<file path="config.mk">
export PLATFORM = sky130hd
export DESIGN_NAME = fir_input_sequencer_flat
export DESIGN_NICKNAME = d
export VERILOG_FILES = /design/src/rtl/fir_input_sequencer_if.sv /design/src/rtl/fir_input_sequencer.sv /design/src/flat_wrapper.sv
export SDC_FILE = /design/constraint.sdc
export NUM_CORES = 1
export LEC_CHECK = 0
export BUFFER_PORTS_ARGS = -buffer_cell sky130_fd_sc_hd__clkbuf_2
export CAP_MARGIN = 20
export CELL_PAD_IN_SITES_DETAIL_PLACEMENT = 0
export CELL_PAD_IN_SITES_GLOBAL_PLACEMENT = 2
export CORE_MARGIN = 4
export CORE_UTILIZATION = 40
export CTS_CLUSTER_SIZE = 14
export DETAILED_ROUTE_END_ITERATION = 7
export PLACE_DENSITY_LB_ADDON = 0.05
export RECOVER_POWER = 50
export SLEW_MARGIN = 0
export SYNTH_ARGS = -nofsm -noshare
export SYNTH_HDL_FRONTEND = slang
export SYNTH_SLANG_ARGS = --single-unit
</file>
<file path="constraint.sdc">
create_clock -name Clk -period 4.3 [get_ports Clk]
set_clock_uncertainty 0.15 [all_clocks]
set_input_delay 0.215 -clock Clk [delete_from_list [all_inputs] [get_ports Clk]]
set_output_delay 0.215 -clock Clk [all_outputs]
set_load 0.1 [all_outputs]
</file>
<file path="src/rtl/fir_input_sequencer_if.sv">
// Byte-stream, sample and coefficient bundle between the upstream feeder
// side and the FIR input sequencer. The slave modport is the sequencer.
interface fir_input_sequencer_if #(
  parameter int DW = 8
);
  logic          Cfg_start;
  logic          In_valid;
  logic [DW-1:0] In_data;
  logic          In_ready;
  logic [DW-1:0] Data_i;
  logic          Data_vld;
  logic [DW-1:0] B0;
  logic [DW-1:0] B1;
  logic [DW-1:0] B2;
  logic [DW-1:0] B3;
  logic [DW-1:0] B4;
  logic [DW-1:0] B5;
  logic [DW-1:0] B6;
  logic          Busy;
  logic          Frame_done;
  logic [7:0]    Underrun_cnt;

  modport master (
    output Cfg_start, In_valid, In_data,
    input  In_ready, Data_i, Data_vld,
    input  B0, B1, B2, B3, B4, B5, B6,
    input  Busy, Frame_done, Underrun_cnt
  );

  modport slave (
    input  Cfg_start, In_valid, In_data,
    output In_ready, Data_i, Data_vld,
    output B0, B1, B2, B3, B4, B5, B6,
    output Busy, Frame_done, Underrun_cnt
  );
endinterface

</file>
<file path="src/rtl/fir_input_sequencer.sv">
// Upstream feeder for the FIR filter: loads seven coefficients from a
// valid/ready byte stream, then buffers one frame of samples in a small
// FIFO and issues one sample per clock. Empty-FIFO cycles inside a frame
// are zero-stuffed and counted as underruns (saturating).
module fir_input_sequencer #(
  parameter int DW         = 8,
  parameter int FIFO_DEPTH = 4,
  parameter int FRAME_LEN  = 20
) (
  input  logic                 Clk,
  input  logic                 Rst_n,
  fir_input_sequencer_if.slave bus
);

  localparam int AW = (FIFO_DEPTH > 1) ? $clog2(FIFO_DEPTH) : 1;
  localparam int CW = AW + 1;
  localparam int FW = $clog2(FRAME_LEN + 1);

  localparam logic [AW-1:0] PTR_ONE  = AW'(1);
  localparam logic [CW-1:0] CNT_ONE  = CW'(1);
  localparam logic [CW-1:0] CNT_FULL = CW'(FIFO_DEPTH);
  localparam logic [FW-1:0] FRM_ONE  = FW'(1);
  localparam logic [FW-1:0] FRM_LAST = FW'(FRAME_LEN);

  typedef enum logic [1:0] {
    ST_IDLE   = 2'd0,
    ST_LOAD   = 2'd1,
    ST_STREAM = 2'd2
  } state_t;

  // FSM state
  state_t        state_r;
  state_t        state_nxt_s;

  // Coefficient bank and load index
  logic [DW-1:0] coef_r [7];
  logic [2:0]    coef_idx_r;

  // Sample FIFO
  logic [DW-1:0] mem_r [FIFO_DEPTH];
  logic [AW-1:0] wr_ptr_r;
  logic [AW-1:0] rd_ptr_r;
  logic [CW-1:0] count_r;
  logic [CW-1:0] count_nxt_s;

  // Frame bookkeeping
  logic [FW-1:0] issued_r;
  logic [FW-1:0] pushed_r;
  logic [FW-1:0] pushed_nxt_s;
  logic [7:0]    underrun_r;

  // Registered outputs and their next values
  logic          in_ready_r;
  logic          in_ready_nxt_s;
  logic [DW-1:0] data_r;
  logic [DW-1:0] data_nxt_s;
  logic          vld_r;
  logic          vld_nxt_s;
  logic          frame_done_r;
  logic          frame_done_nxt_s;

  // Qualified events for this cycle
  logic          xfer_s;
  logic          start_s;
  logic          load_wr_s;
  logic          last_coef_s;
  logic          push_s;
  logic          pop_s;
  logic          frame_end_s;
  logic          underrun_s;

  assign xfer_s      = bus.In_valid & in_ready_r;
  assign start_s     = (state_r == ST_IDLE) & bus.Cfg_start;
  assign load_wr_s   = (state_r == ST_LOAD) & xfer_s;
  assign last_coef_s = load_wr_s & (coef_idx_r == 3'd6);
  assign push_s      = (state_r == ST_STREAM) & xfer_s;
  assign pop_s       = (state_r == ST_STREAM) & (count_r != {CW{1'b0}});
  assign frame_end_s = (state_r == ST_STREAM) & (issued_r == FRM_LAST);
  // Zero-stuffing only counts once the frame has started issuing and
  // before its last sample; the initial fill latency is not an underrun.
  assign underrun_s  = (state_r == ST_STREAM) & (count_r == {CW{1'b0}}) &
                       (issued_r != {FW{1'b0}}) & (issued_r < FRM_LAST);

  // State register
  always_ff @(posedge Clk or negedge Rst_n) begin
    if (!Rst_n) begin
      state_r <= ST_IDLE;
    end else begin
      state_r <= state_nxt_s;
    end
  end

  // Next-state logic: start request, seventh coefficient, frame completion
  always_comb begin
    state_nxt_s = state_r;
    case (state_r)
      ST_IDLE: begin
        if (start_s) begin
          state_nxt_s = ST_LOAD;
        end else begin
          state_nxt_s = ST_IDLE;
        end
      end
      ST_LOAD: begin
        if (last_coef_s) begin
          state_nxt_s = ST_STREAM;
        end else begin
          state_nxt_s = ST_LOAD;
        end
      end
      ST_STREAM: begin
        if (frame_end_s) begin
          state_nxt_s = ST_IDLE;
        end else begin
          state_nxt_s = ST_STREAM;
        end
      end
      default: begin
        state_nxt_s = ST_IDLE;
      end
    endcase
  end

  // Output logic: next values of the registered outputs and occupancy
  always_comb begin
    count_nxt_s      = count_r;
    pushed_nxt_s     = pushed_r;
    in_ready_nxt_s   = 1'b0;
    data_nxt_s       = {DW{1'b0}};
    vld_nxt_s        = 1'b0;
    frame_done_nxt_s = frame_end_s;

    if (start_s) begin
      count_nxt_s  = {CW{1'b0}};
      pushed_nxt_s = {FW{1'b0}};
    end else begin
      case ({push_s, pop_s})
        2'b10:   count_nxt_s = count_r + CNT_ONE;
        2'b01:   count_nxt_s = count_r - CNT_ONE;
        default: count_nxt_s = count_r;
      endcase
      if (push_s) begin
        pushed_nxt_s = pushed_r + FRM_ONE;
      end else begin
        pushed_nxt_s = pushed_r;
      end
    end

    // Ready is computed from next-cycle state so that it is a flop output
    // yet still reflects the registered FIFO occupancy and push count.
    case (state_nxt_s)
      ST_LOAD:   in_ready_nxt_s = 1'b1;
      ST_STREAM: in_ready_nxt_s = (count_nxt_s < CNT_FULL) &
                                  (pushed_nxt_s < FRM_LAST);
      default:   in_ready_nxt_s = 1'b0;
    endcase

    if (pop_s) begin
      data_nxt_s = mem_r[rd_ptr_r];
      vld_nxt_s  = 1'b1;
    end else begin
      data_nxt_s = {DW{1'b0}};
      vld_nxt_s  = 1'b0;
    end
  end

  // Registered outputs toward upstream and the FIR
  always_ff @(posedge Clk or negedge Rst_n) begin
    if (!Rst_n) begin
      in_ready_r   <= 1'b0;
      data_r       <= {DW{1'b0}};
      vld_r        <= 1'b0;
      frame_done_r <= 1'b0;
    end else begin
      in_ready_r   <= in_ready_nxt_s;
      data_r       <= data_nxt_s;
      vld_r        <= vld_nxt_s;
      frame_done_r <= frame_done_nxt_s;
    end
  end

  // Coefficient bank: each register changes only on its own transfer
  always_ff @(posedge Clk or negedge Rst_n) begin
    if (!Rst_n) begin
      coef_idx_r <= 3'd0;
      for (int i = 0; i < 7; i++) begin
        coef_r[i] <= {DW{1'b0}};
      end
    end else begin
      if (start_s) begin
        coef_idx_r <= 3'd0;
      end else if (load_wr_s) begin
        coef_idx_r <= coef_idx_r + 3'd1;
      end else begin
        coef_idx_r <= coef_idx_r;
      end
      for (int i = 0; i < 7; i++) begin
        if (load_wr_s && (coef_idx_r == 3'(i))) begin
          coef_r[i] <= bus.In_data;
        end else begin
          coef_r[i] <= coef_r[i];
        end
      end
    end
  end

  // FIFO storage: written on each accepted sample
  always_ff @(posedge Clk or negedge Rst_n) begin
    if (!Rst_n) begin
      for (int i = 0; i < FIFO_DEPTH; i++) begin
        mem_r[i] <= {DW{1'b0}};
      end
    end else begin
      for (int i = 0; i < FIFO_DEPTH; i++) begin
        if (push_s && (wr_ptr_r == AW'(i))) begin
          mem_r[i] <= bus.In_data;
        end else begin
          mem_r[i] <= mem_r[i];
        end
      end
    end
  end

  // FIFO pointers (wrap by width), occupancy and frame counters
  always_ff @(posedge Clk or negedge Rst_n) begin
    if (!Rst_n) begin
      wr_ptr_r <= {AW{1'b0}};
      rd_ptr_r <= {AW{1'b0}};
      count_r  <= {CW{1'b0}};
      pushed_r <= {FW{1'b0}};
      issued_r <= {FW{1'b0}};
    end else begin
      count_r  <= count_nxt_s;
      pushed_r <= pushed_nxt_s;
      if (start_s) begin
        wr_ptr_r <= {AW{1'b0}};
        rd_ptr_r <= {AW{1'b0}};
        issued_r <= {FW{1'b0}};
      end else begin
        if (push_s) begin
          wr_ptr_r <= wr_ptr_r + PTR_ONE;
        end else begin
          wr_ptr_r <= wr_ptr_r;
        end
        if (pop_s) begin
          rd_ptr_r <= rd_ptr_r + PTR_ONE;
          issued_r <= issued_r + FRM_ONE;
        end else begin
          rd_ptr_r <= rd_ptr_r;
          issued_r <= issued_r;
        end
      end
    end
  end

  // Saturating underrun counter, cleared when a new load starts
  always_ff @(posedge Clk or negedge Rst_n) begin
    if (!Rst_n) begin
      underrun_r <= 8'd0;
    end else begin
      if (start_s) begin
        underrun_r <= 8'd0;
      end else if (underrun_s && (underrun_r != 8'hFF)) begin
        underrun_r <= underrun_r + 8'd1;
      end else begin
        underrun_r <= underrun_r;
      end
    end
  end

  assign bus.In_ready     = in_ready_r;
  assign bus.Data_i       = data_r;
  assign bus.Data_vld     = vld_r;
  assign bus.Frame_done   = frame_done_r;
  assign bus.Busy         = (state_r != ST_IDLE);
  assign bus.Underrun_cnt = underrun_r;
  assign bus.B0           = coef_r[0];
  assign bus.B1           = coef_r[1];
  assign bus.B2           = coef_r[2];
  assign bus.B3           = coef_r[3];
  assign bus.B4           = coef_r[4];
  assign bus.B5           = coef_r[5];
  assign bus.B6           = coef_r[6];

endmodule

</file>
<file path="src/flat_wrapper.sv">
// flat-port wrapper written by rule: the top's interface ports become plain ports
module fir_input_sequencer_flat 
#(
  parameter int DW         = 8,
  parameter int FIFO_DEPTH = 4,
  parameter int FRAME_LEN  = 20
)
  (Clk, Rst_n, bus_Cfg_start, bus_In_valid, bus_In_data, bus_In_ready, bus_Data_i, bus_Data_vld, bus_B0, bus_B1, bus_B2, bus_B3, bus_B4, bus_B5, bus_B6, bus_Busy, bus_Frame_done, bus_Underrun_cnt);
  fir_input_sequencer_if #(.DW(DW)) bus_i ();
  input  logic Clk;
  input  logic Rst_n;
  input wire logic [$bits(bus_i.Cfg_start)-1:0] bus_Cfg_start;
  input wire logic [$bits(bus_i.In_valid)-1:0] bus_In_valid;
  input wire logic [$bits(bus_i.In_data)-1:0] bus_In_data;
  output wire logic [$bits(bus_i.In_ready)-1:0] bus_In_ready;
  output wire logic [$bits(bus_i.Data_i)-1:0] bus_Data_i;
  output wire logic [$bits(bus_i.Data_vld)-1:0] bus_Data_vld;
  output wire logic [$bits(bus_i.B0)-1:0] bus_B0;
  output wire logic [$bits(bus_i.B1)-1:0] bus_B1;
  output wire logic [$bits(bus_i.B2)-1:0] bus_B2;
  output wire logic [$bits(bus_i.B3)-1:0] bus_B3;
  output wire logic [$bits(bus_i.B4)-1:0] bus_B4;
  output wire logic [$bits(bus_i.B5)-1:0] bus_B5;
  output wire logic [$bits(bus_i.B6)-1:0] bus_B6;
  output wire logic [$bits(bus_i.Busy)-1:0] bus_Busy;
  output wire logic [$bits(bus_i.Frame_done)-1:0] bus_Frame_done;
  output wire logic [$bits(bus_i.Underrun_cnt)-1:0] bus_Underrun_cnt;
  assign bus_i.Cfg_start = bus_Cfg_start;
  assign bus_i.In_valid = bus_In_valid;
  assign bus_i.In_data = bus_In_data;
  assign bus_In_ready = bus_i.In_ready;
  assign bus_Data_i = bus_i.Data_i;
  assign bus_Data_vld = bus_i.Data_vld;
  assign bus_B0 = bus_i.B0;
  assign bus_B1 = bus_i.B1;
  assign bus_B2 = bus_i.B2;
  assign bus_B3 = bus_i.B3;
  assign bus_B4 = bus_i.B4;
  assign bus_B5 = bus_i.B5;
  assign bus_B6 = bus_i.B6;
  assign bus_Busy = bus_i.Busy;
  assign bus_Frame_done = bus_i.Frame_done;
  assign bus_Underrun_cnt = bus_i.Underrun_cnt;
  fir_input_sequencer #(.DW(DW), .FIFO_DEPTH(FIFO_DEPTH), .FRAME_LEN(FRAME_LEN)) u_core (.Clk(Clk), .Rst_n(Rst_n), .bus(bus_i));
endmodule
</file>
==> impl_metrics.env, run 1 <==
export IMPL_maxUsedRoutingLayer="met4"
export IMPL_wire_per_inst_um=18.1
export IMPL_syn_nets=443
export IMPL_largest_reg_flops=32
export IMPL_fin_crit_ns=3.19
export IMPL_drt_pass1_iter_count=4
export IMPL_overflow=0
export IMPL_ys_flop_type="dfrtp_1"
export IMPL_antenna_cells=0
export IMPL_rsz0062_at_grt="no"
export IMPL_grt_antenna_before_repair=0
export IMPL_wl_met1_um=5670
export IMPL_fillers=1300
export IMPL_antenna_left=0
export IMPL_cp_max_fo=14
export IMPL_p_leak_uw=0.00320
export IMPL_clock_path_buffers=2
export IMPL_clk_latency_ns=0.41
export IMPL_max_vdd_ir_drop_mv=0.543
export IMPL_die_w_um=127
export IMPL_crit_chain="and4b_1, inv_1, ha_1, fa_1, xnor2_1, or4_1, a31oi_1, a311oi_1"
export IMPL_final_cells=693
export IMPL_relSlewSlack_pct=-22.7
export IMPL_grt_max_degree=75
export IMPL_row_count=43
export IMPL_status="complete, but fails checks"
export IMPL_regMostFlops="u_core.mem_r"
export IMPL_syn_to_final_growth_pct=18.7
export IMPL_ff2ff_setup_slack_ns=1.11
export IMPL_violations="max-capacitance violations, max-slew violations"
export IMPL_ys_async_sr_fraction_pct=100
export IMPL_syn_avg_cell_area_um2=13.7
export IMPL_critPathMaxStageDelay_ns=0.66
export IMPL_syn_inst=414
export IMPL_fin_setup_tns_ns=0
export IMPL_cts_sinks=129
export IMPL_critPathRequiredTime_ns=4.42
export IMPL_die_area_mm2=0.0161
export IMPL_hp_class="in2reg"
export IMPL_synth_edff_count=0
export IMPL_worst_slew_pin_slew_ns=1.84
export IMPL_clkTransAtPathRegs_ns=0.06
export IMPL_ioPinCount=88
export IMPL_critical_path_arrival_ns=3.31
export IMPL_start_util_pct=40.8
export IMPL_wl_um=12600
export IMPL_route_met2_wl_um=5740
export IMPL_synth_cell_area_mm2=0.00566
export IMPL_final_seq_area_mm2=0.00323
export IMPL_avgViaCountPerCell=5.18
export IMPL_post_cts_setup_buffers=0
export IMPL_num_vias=3587
export IMPL_ys_types=53
export IMPL_grtUsageTotal_pct=16.8
export IMPL_crit_type="reg2reg"
export IMPL_place_area_mm2=0.00622
export IMPL_cts_tree="yes"
export IMPL_hpwl_um=8480
export IMPL_first_global_vias=3831
export IMPL_grt_pass1_wl_um=21000
export IMPL_maxCapViolCount=1
export IMPL_cts_made_buffers=17
export IMPL_drt_initial_drc_count=136
export IMPL_core_area_mm2=0.0139
export IMPL_cts_root_buf="clkbuf_16"
export IMPL_dp_cells=660
export IMPL_hold_viol=0
export IMPL_multiInputGateArea_mm2=0.00226
export IMPL_yosysWarnings=0
export IMPL_startpoint_type="flop"
export IMPL_ys_seq_area_share_pct=57.0
export IMPL_routabilityCongestion=0.742
export IMPL_final_nets=530
export IMPL_finalInstanceArea_mm2=0.00672
export IMPL_setup_violations=0
export IMPL_crit_path_end_kind="flop"
export IMPL_drive_gt1_share_pct=29.4
export IMPL_dieHeight_um=127
export IMPL_whs_ns=0.106
export IMPL_timing_fmax_mhz=314
export IMPL_port_buffers=87
export IMPL_slowest_stage="and4b_1"
export IMPL_ctsHtreeMaxLevel=4
export IMPL_drc_errors=0
export IMPL_power_density_mw_per_mm2=772
export IMPL_wl_met3_um=958
export IMPL_fin_crit_sh_pct=74.2
export IMPL_ys_ff_latch=129
export IMPL_slew_violations=75
[cells by family after synthesis]
group / count (synthesis) / share of synthesized area, %
DFF: 129 / 57.0
muxes: 99 / 21.2
AOI/OAI and AO/OA: 30 / 3.49
buffers and inverters: 37 / 3.07
adders and majority gates: 17 / 3.89
and+or+nand+nor: 91 / 9.57
xor gates and xnor gates: 11 / 1.70
[routing by layer]
| metal | vias to the layer above | global-route usage [%] |
|---|---|---|
| li1 | 1657 | - |
| met1 | 1821 | 22.0 |
| met2 | 93 | 25.7 |
| met3 | 16 | 6.44 |
| met4 | 0 | 6.06 |
| met5 | - | 0 |
[placed cells by master (no fill, tap or decap), types with 5 or more instances in the layout]
cell type / n
xor2_1: 6
ha_1: 16
nor2_1: 15
mux4_2: 8
o21ai_0: 7
inv_1: 13
xnor2_1: 5
clkbuf_2: 12
dfrtp_1: 129
a21oi_1: 7
nand2_1: 16
clkbuf_1: 78
nand3_1: 10
mux2_2: 88
clkbuf_16: 17
and3_1: 12
[path summary, 6_finish.rpt]
check / start / to / cells past startpoint
max reg2reg: u_core.state_r[0]$_DFF_PN0_ / u_core.bus.In_ready$_DFF_PN0_ / 8
min reg2reg: u_core.bus.B3[0]$_DFFE_PN0P_ / u_core.bus.B3[0]$_DFFE_PN0P_ / 1
min: bus_In_data[3] / u_core.bus.B3[3]$_DFFE_PN0P_ / 2
min in group asynchronous: Rst_n / u_core.mem_r[16]$_DFFE_PN0P_ / 2
max: u_core.state_r[0]$_DFF_PN0_ / u_core.bus.In_ready$_DFF_PN0_ / 8
max in group asynchronous: Rst_n / u_core.bus.B6[6]$_DFFE_PN0P_ / 3
[through the flow]
stage	utilization (%)	setup WS, ns	power [µW]
final	48.4	1.11	5190
after global routing	48.4	0.886	5430
after CTS	49.2	1.15	5310
after detailed placement	44.8	1.17	3870
after global placement	44.8	1.20	3850
after floorplan	-	1.10	3510
[critical path, delay by kind of cell (launching register included)]
kind                     cells  cell delay [ns]
flip-flops                   1             0.49
adder cells (fa/ha/maj)      2             0.73
AO/OA/AOI/OAI                2             0.26
buffers and inverters        1             0.18
XOR/XNOR                     1             0.15
AND/OR/NAND/NOR              2             1.09
[Yosys cell counts, drive strengths merged, types with 5 or more instances]
library cell / number / area (µm²)
nor2: 15 / 56.3
inv: 13 / 48.8
nand2: 18 / 72.6
buf: 11 / 76.3
mux4: 8 / 180
mux2: 88 / 991
xnor2: 5 / 43.8
and3: 12 / 75.1
nand3: 11 / 60.1
clkbuf: 13 / 48.8
dfrtp: 129 / 3230
xor2: 6 / 52.6
ha: 16 / 200
a21oi: 8 / 43.8
o21ai: 8 / 40.0
[report_power, final]
part / switching, µW / total (µW) / internal, µW / leakage, µW
sequential: 174 / 1650 / 1470 / 0.00175
combinational: 1750 / 2140 / 386 / 0.00117
clock: 512 / 1410 / 894 / 0.000282
total: 2440 / 5190 / 2750 / 0.00320
[cell type report]
class                   count  area share [%]
multi-input cells         248            33.6
clock buffers              22            7.06
inverters                  13           0.726
repair buffers             92            5.66
clock inverters             9            1.60
flip-flops and latches    129            48.0
well taps                 180            3.35
[timing repair]
action / 4_1_cts / 5_1_grt
resized for setup: 0 / 0
hold buffers: 2 / 0
endpoints found under the hold margin: 74 / 0
No activity file was read; power rests on OpenSTA's default activity.
==> inputs of run 2 (changes only) <==
CORE_UTILIZATION = 39   (was 40)
clock period = 3.19 ns   (was 4.3 ns; I/O delays follow)
==> run 2 against run 1 <==
  * The run now ends clean
  * Sequential power increased by 35%
  * Worst hold slack lost 0.080 ns
  * Clock power is 26% higher
  * First-iteration DRC count shrank 19%
==> impl_metrics.env, run 2 (synthesized netlist as in run 1, its figures left out) <==
export IMPL_power_density_mw_per_mm2=1030
export IMPL_cp_max_fo=4
export IMPL_clk_latency_ns=0.40
export IMPL_routabilityCongestion=0.720
export IMPL_switching_share_pct=46.9
export IMPL_critical_path_arrival_ns=3.02
export IMPL_p_leak_uw=0.00334
export IMPL_timing_fmax_mhz=346
export IMPL_grtUsageTotal_pct=15.7
export IMPL_cts_sinks=129
export IMPL_crit_type="reg2reg"
export IMPL_port_buffers=87
export IMPL_hpwl_um=8670
export IMPL_drt_pass1_iter_count=4
export IMPL_die_area_mm2=0.0165
export IMPL_maxCapViolCount=0
export IMPL_status="finished clean"
export IMPL_num_vias=3548
export IMPL_pwr_share_clk_pct=25.6
export IMPL_critPathRequiredTime_ns=3.32
export IMPL_setup_violations=0
export IMPL_grt_pass1_wl_um=20100
export IMPL_avgViaCountPerCell=5.11
export IMPL_start_util_pct=40.3
export IMPL_wire_per_inst_um=17.3
export IMPL_post_cts_setup_buffers=0
export IMPL_fin_setup_tns_ns=0
export IMPL_grt_antenna_before_repair=0
export IMPL_drt_initial_drc_count=110
export IMPL_grt_max_degree=56
export IMPL_first_global_vias=3789
export IMPL_ioPinCount=88
export IMPL_dieHeight_um=128
export IMPL_clkTransAtPathRegs_ns=0.06
export IMPL_final_cell_mix="dfrtp_1, mux2_2, clkbuf_2"
export IMPL_critical_path_top_delay_family="simple AND/OR/NAND/NOR gates"
export IMPL_antenna_left=0
export IMPL_startpoint_type="flop"
export IMPL_drive_gt1_share_pct=37.7
export IMPL_place_worst_setup_slack_ns=0.318
export IMPL_internal_power_uw=3700
export IMPL_cts_tree="yes"
export IMPL_fin_crit_sh_pct=90.7
export IMPL_die_w_um=128
export IMPL_ctsHtreeMaxLevel=4
export IMPL_switchingPower_uw=3260
export IMPL_seqPwrFrac_pct=31.9
export IMPL_critPathMaxStageDelay_ns=0.44
export IMPL_hold_viol=0
export IMPL_cts_made_buffers=17
export IMPL_cts_resized=0
export IMPL_final_common_cell="dfrtp_1"
export IMPL_row_count=43
export IMPL_relSlewSlack_pct=10.9
export IMPL_slew_violations=0
export IMPL_wl_um=12000
export IMPL_max_vdd_ir_drop_mv=0.985
export IMPL_cp_buffers_inverters=1
export IMPL_clock_path_buffers=2
export IMPL_drc_errors=0
export IMPL_setup_slack_ns=0.298
export IMPL_postCtsHoldBufs=2
export IMPL_cts_root_buf="clkbuf_16"
export IMPL_largest_reg_flops=32
export IMPL_hp_class="in2reg"
export IMPL_core_area_mm2=0.0140
export IMPL_antenna_cells=0
export IMPL_rsz0062_at_grt="no"
export IMPL_overflow=0
export IMPL_syn_to_final_growth_pct=19.5
export IMPL_crit_path_end_kind="flop"
export IMPL_regMostFlops="u_core.mem_r"
export IMPL_power_frac_comb_pct=42.5
export IMPL_final_nets=534
export IMPL_worst_slew_pin_slew_ns=1.34
export IMPL_slowest_stage="fa_1"
export IMPL_fin_crit_ns=2.89
export IMPL_crit_chain="or3_1, nand2_1, inv_1, ha_1, fa_1, xnor2_1, or4_1, a31oi_1, a311oi_1"
run 2: metal layers:
layer	vias to the layer above	part of all wire [%]	global-route usage [%]
met5	-	0	0
met4	0	0.51	4.12
met3	5	7.0	6.77
met2	71	48	24.1
met1	1813	45	20.6
li1	1659	-	-
run 2: power by group through the flow:
stage	clock network (µW)	logic, µW	registers, µW
6_report	1780	2960	2220
2_1_floorplan	0	744	3990
3_3_place_gp	0	3010	2230
4_1_cts	1850	3020	2230
5_1_grt	1920	3090	2270
3_5_place_dp	0	3020	2250
run 2: final timing paths:
kind                            depth (start not counted)                          from  slack (ns)                                     end
worst max register to register                          9   u_core.count_r[2]$_DFF_PN0_        0.30           u_core.bus.In_ready$_DFF_PN0_
worst min-delay path                                    2                bus_In_data[0]        0.03            u_core.bus.B0[0]$_DFFE_PN0P_
max in group asynchronous                               3                         Rst_n        0.74  u_core.bus.Underrun_cnt[7]$_DFFE_PN0P_
min in group asynchronous                               2                         Rst_n        0.46            u_core.mem_r[20]$_DFFE_PN0P_
worst min register to register                          1  u_core.mem_r[13]$_DFFE_PN0P_        0.35            u_core.mem_r[13]$_DFFE_PN0P_
worst max-delay path                                    9   u_core.count_r[2]$_DFF_PN0_        0.30           u_core.bus.In_ready$_DFF_PN0_
run 2: final cells by class:
cell class                      count  area (µm²)
Fill cell                        1270        7280
Sequential cell                   129        3230
Multi-Input combinational cell    248        2260
Clock buffer                       23         488
Timing Repair Buffer               96         453
Tap cell                          180         225
Clock inverter                      6        57.6
Inverter                           13        48.8
run 2: per-stage QoR:
step	util (%)	hold slack (ns)	std cells	power, µW	instance area (µm²)
2_1_floorplan	-	-0.286	414	4730	5660
3_3_place_gp	44.6	0.109	664	5230	6270
3_5_place_dp	44.6	0.109	664	5270	6270
4_1_cts	48.7	0.00397	695	7100	6830
5_1_grt	48.2	0.0324	695	7280	6760
6_report	48.2	0.0262	695	6960	6760
==> inputs of run 3 (changes only) <==
ABC_AREA = 1   (was not set)
CORE_UTILIZATION = 35   (was 39)
==> run 3 against run 2 <==
  * Via count increased by 21%
  * Maximum frequency increased by 16%
  * Wire length increased by 17%
  * Critical path type unchanged
  * Largest cell class unchanged
==> impl_metrics.env, run 3 <==
export IMPL_status="finished clean"
export IMPL_drive_gt1_share_pct=15.3
export IMPL_start_util_pct=36.1
export IMPL_maxCapViolCount=0
export IMPL_r2r_end="u_core.bus.In_ready$_DFF_PN0_"
export IMPL_hold_start="bus_In_data[7]"
export IMPL_fin_crit_sh_pct=77.9
export IMPL_synthTopCellsByArea="dfrtp_1, o21ai_0, nand2_1"
export IMPL_cts_root_buf="clkbuf_16"
export IMPL_fin_setup_tns_ns=0
export IMPL_ctsHtreeMaxLevel=4
export IMPL_setup_violations=0
export IMPL_yosysTopAreaCellShare_pct=58.4
export IMPL_core_area_mm2=0.0153
export IMPL_ff2ff_setup_slack_ns=0.71
export IMPL_wl_met3_um=737
export IMPL_fin_crit_ns=2.48
export IMPL_die_w_um=134
export IMPL_hold_viol=0
export IMPL_rsz0062_at_grt="no"
export IMPL_rr_startpoint="u_core.state_r[0]$_DFF_PN0_"
export IMPL_ys_seq_area_share_pct=58.4
export IMPL_synthMostInstantiatedCell="nand2_1"
export IMPL_p_leak_uw=0.00332
export IMPL_grtUsageTotal_pct=16.6
export IMPL_syn_inst=597
export IMPL_syn_to_final_growth_pct=22.5
export IMPL_cts_tree="yes"
export IMPL_clk_latency_ns=0.41
export IMPL_wl_um=14100
export IMPL_ioPinCount=88
export IMPL_antenna_cells=0
export IMPL_final_cell_mix="nand2_1, dfrtp_1, o21ai_0"
export IMPL_dieHeight_um=134
export IMPL_synth_cell_area_mm2=0.00552
export IMPL_relSlewSlack_pct=18.7
export IMPL_ys_types=32
export IMPL_fillers=1552
export IMPL_overflow=0
export IMPL_clock_path_buffers=2
export IMPL_wl_met1_um=6390
export IMPL_routabilityCongestion=0.785
export IMPL_final_nets=711
export IMPL_syn_avg_cell_area_um2=9.25
export IMPL_slew_violations=0
export IMPL_ys_async_sr_fraction_pct=100
export IMPL_hpwl_um=9670
export IMPL_grt_max_degree=60
export IMPL_die_area_mm2=0.0179
export IMPL_timing_fmax_mhz=403
export IMPL_whs_endpoint="u_core.bus.B6[7]$_DFFE_PN0P_"
export IMPL_crit_path_end_kind="flop"
export IMPL_max_vdd_ir_drop_mv=0.829
export IMPL_grt_pass1_wl_um=23100
export IMPL_whs_ns=0.0452
export IMPL_critPathRequiredTime_ns=3.37
export IMPL_cp_max_fo=5
export IMPL_slowest_stage="fa_1"
export IMPL_drt_initial_drc_count=226
export IMPL_route_met2_wl_um=6770
export IMPL_first_global_vias=4291
export IMPL_maxUsedRoutingLayer="met4"
export IMPL_critPathMaxStageDelay_ns=0.43
export IMPL_antenna_left=0
export IMPL_synth_commonest_cells="nand2_1, dfrtp_1, o21ai_0, nor2_1, inv_1"
export IMPL_largest_reg_flops=32
export IMPL_reg2reg_depth=14
export IMPL_hold_path_depth=3
export IMPL_num_vias=4279
export IMPL_cts_sinks=129
export IMPL_regMostFlops="u_core.mem_r"
export IMPL_drc_errors=0
export IMPL_clkTransAtPathRegs_ns=0.06
export IMPL_cpMostUsedCell="nand2_1"
export IMPL_wire_per_inst_um=15.5
export IMPL_drt_pass1_iter_count=4
export IMPL_crit_type="reg2reg"
export IMPL_ys_ff_latch=129
export IMPL_ys_flop_type="dfrtp_1"
export IMPL_crit_chain="inv_2, nand2_1, nor2_2, inv_2, ha_1, fa_1, or2_2, nand3_1, nand2_1, nand3_1, nand2_1, inv_1, nand2_1, a21oi_1"
export IMPL_power_density_mw_per_mm2=1170
export IMPL_cts_made_buffers=17
export IMPL_startpoint_type="flop"
export IMPL_grt_antenna_before_repair=1
export IMPL_hp_class="in2reg"
export IMPL_port_buffers=87
export IMPL_syn_nets=626
export IMPL_final_common_cell="nand2_1"
export IMPL_synth_top_area_cell="dfrtp_1"
export IMPL_yosysWarnings=0
export IMPL_avgViaCountPerCell=4.72
export IMPL_synth_edff_count=0
export IMPL_row_count=45
export IMPL_critical_path_arrival_ns=2.67
export IMPL_worst_slew_pin_slew_ns=1.22
-- run 3: cells by family (layout without fill, tap and decap cells) --
family,count (synthesis),in the layout,share of synthesized area (%)
DFF,129,129,58.4
buffers and inverters,81,179,6.57
xor gates and xnor gates,7,7,1.11
and+or+nand+nor,226,226,16.8
adders and majority gates,17,17,3.99
AOI/OAI and AO/OA,137,137,13.1
-- run 3: routing by layer --
| layer | global-route usage (%) | vias up |
|---|---|---|
| met5 | 0 | - |
| met4 | 4.29 | 0 |
| met3 | 5.97 | 8 |
| met2 | 27.2 | 75 |
| met1 | 21.0 | 2090 |
| li1 | - | 2106 |
-- run 3: layout make-up --
| class | instances | area [µm²] | share of cell area (%) |
|---|---|---|---|
| Clock buffer | 18 | 439 | 6.49 |
| Clock inverter | 14 | 260 | 3.85 |
| Inverter | 53 | 199 | 2.94 |
| Multi-Input combinational cell | 387 | 1930 | 28.6 |
| Sequential cell | 129 | 3230 | 47.7 |
| Tap cell | 211 | 264 | 3.90 |
| Timing Repair Buffer | 94 | 442 | 6.53 |
-- run 3: worst max path at each step --
stage,from,end,slack [ns],cells after the start
2_1_floorplan,u_core.bus.In_ready$_DFF_PN0_,u_core.bus.In_ready$_DFF_PN0_,0.01,14
3_3_place_gp,u_core.state_r[0]$_DFF_PN0_,u_core.bus.In_ready$_DFF_PN0_,0.73,14
3_5_place_dp,u_core.state_r[0]$_DFF_PN0_,u_core.bus.In_ready$_DFF_PN0_,0.71,14
5_1_grt,u_core.state_r[0]$_DFF_PN0_,u_core.bus.In_ready$_DFF_PN0_,0.45,14
4_1_cts,u_core.state_r[0]$_DFF_PN0_,u_core.bus.In_ready$_DFF_PN0_,0.68,14
6_report,u_core.state_r[0]$_DFF_PN0_,u_core.bus.In_ready$_DFF_PN0_,0.71,14
-- run 3: what timing repair did --
action                    in CTS  in global routing
gates resized for setup        0                  0
hold endpoints to repair      46                  0
hold buffers                   1                  0
setup buffers                  0                  0
-- run 3: power by group --
part	switching (µW)	total, µW	internal, µW
combinational	2990	3390	400
sequential	227	2230	2010
clock	730	2290	1560
total	3950	7920	3970
-- run 3: per-stage QoR --
| stage | setup WS [ns] | area, µm² | total power, µW | std cells | utilization (%) |
|---|---|---|---|---|---|
| 6_report | 0.706 | 6770 | 7920 | 906 | 44.2 |
| 5_1_grt | 0.451 | 6770 | 8260 | 906 | 44.2 |
| 4_1_cts | 0.682 | 6830 | 8060 | 906 | 44.6 |
| 3_5_place_dp | 0.715 | 6120 | 5720 | 873 | 40.0 |
| 3_3_place_gp | 0.734 | 6120 | 5700 | 873 | 40.0 |
| 2_1_floorplan | 0.0115 | 5520 | 5130 | 597 | - |
-- run 3: critical path: cells and delay by family, from the launching register on --
family	cells	cell delay [ns]
AND/OR/NAND/NOR	8	0.91
adder cells (fa/ha/maj)	2	0.67
flip-flops	1	0.37
buffers and inverters	3	0.19
AO/OA/AOI/OAI	1	0.13
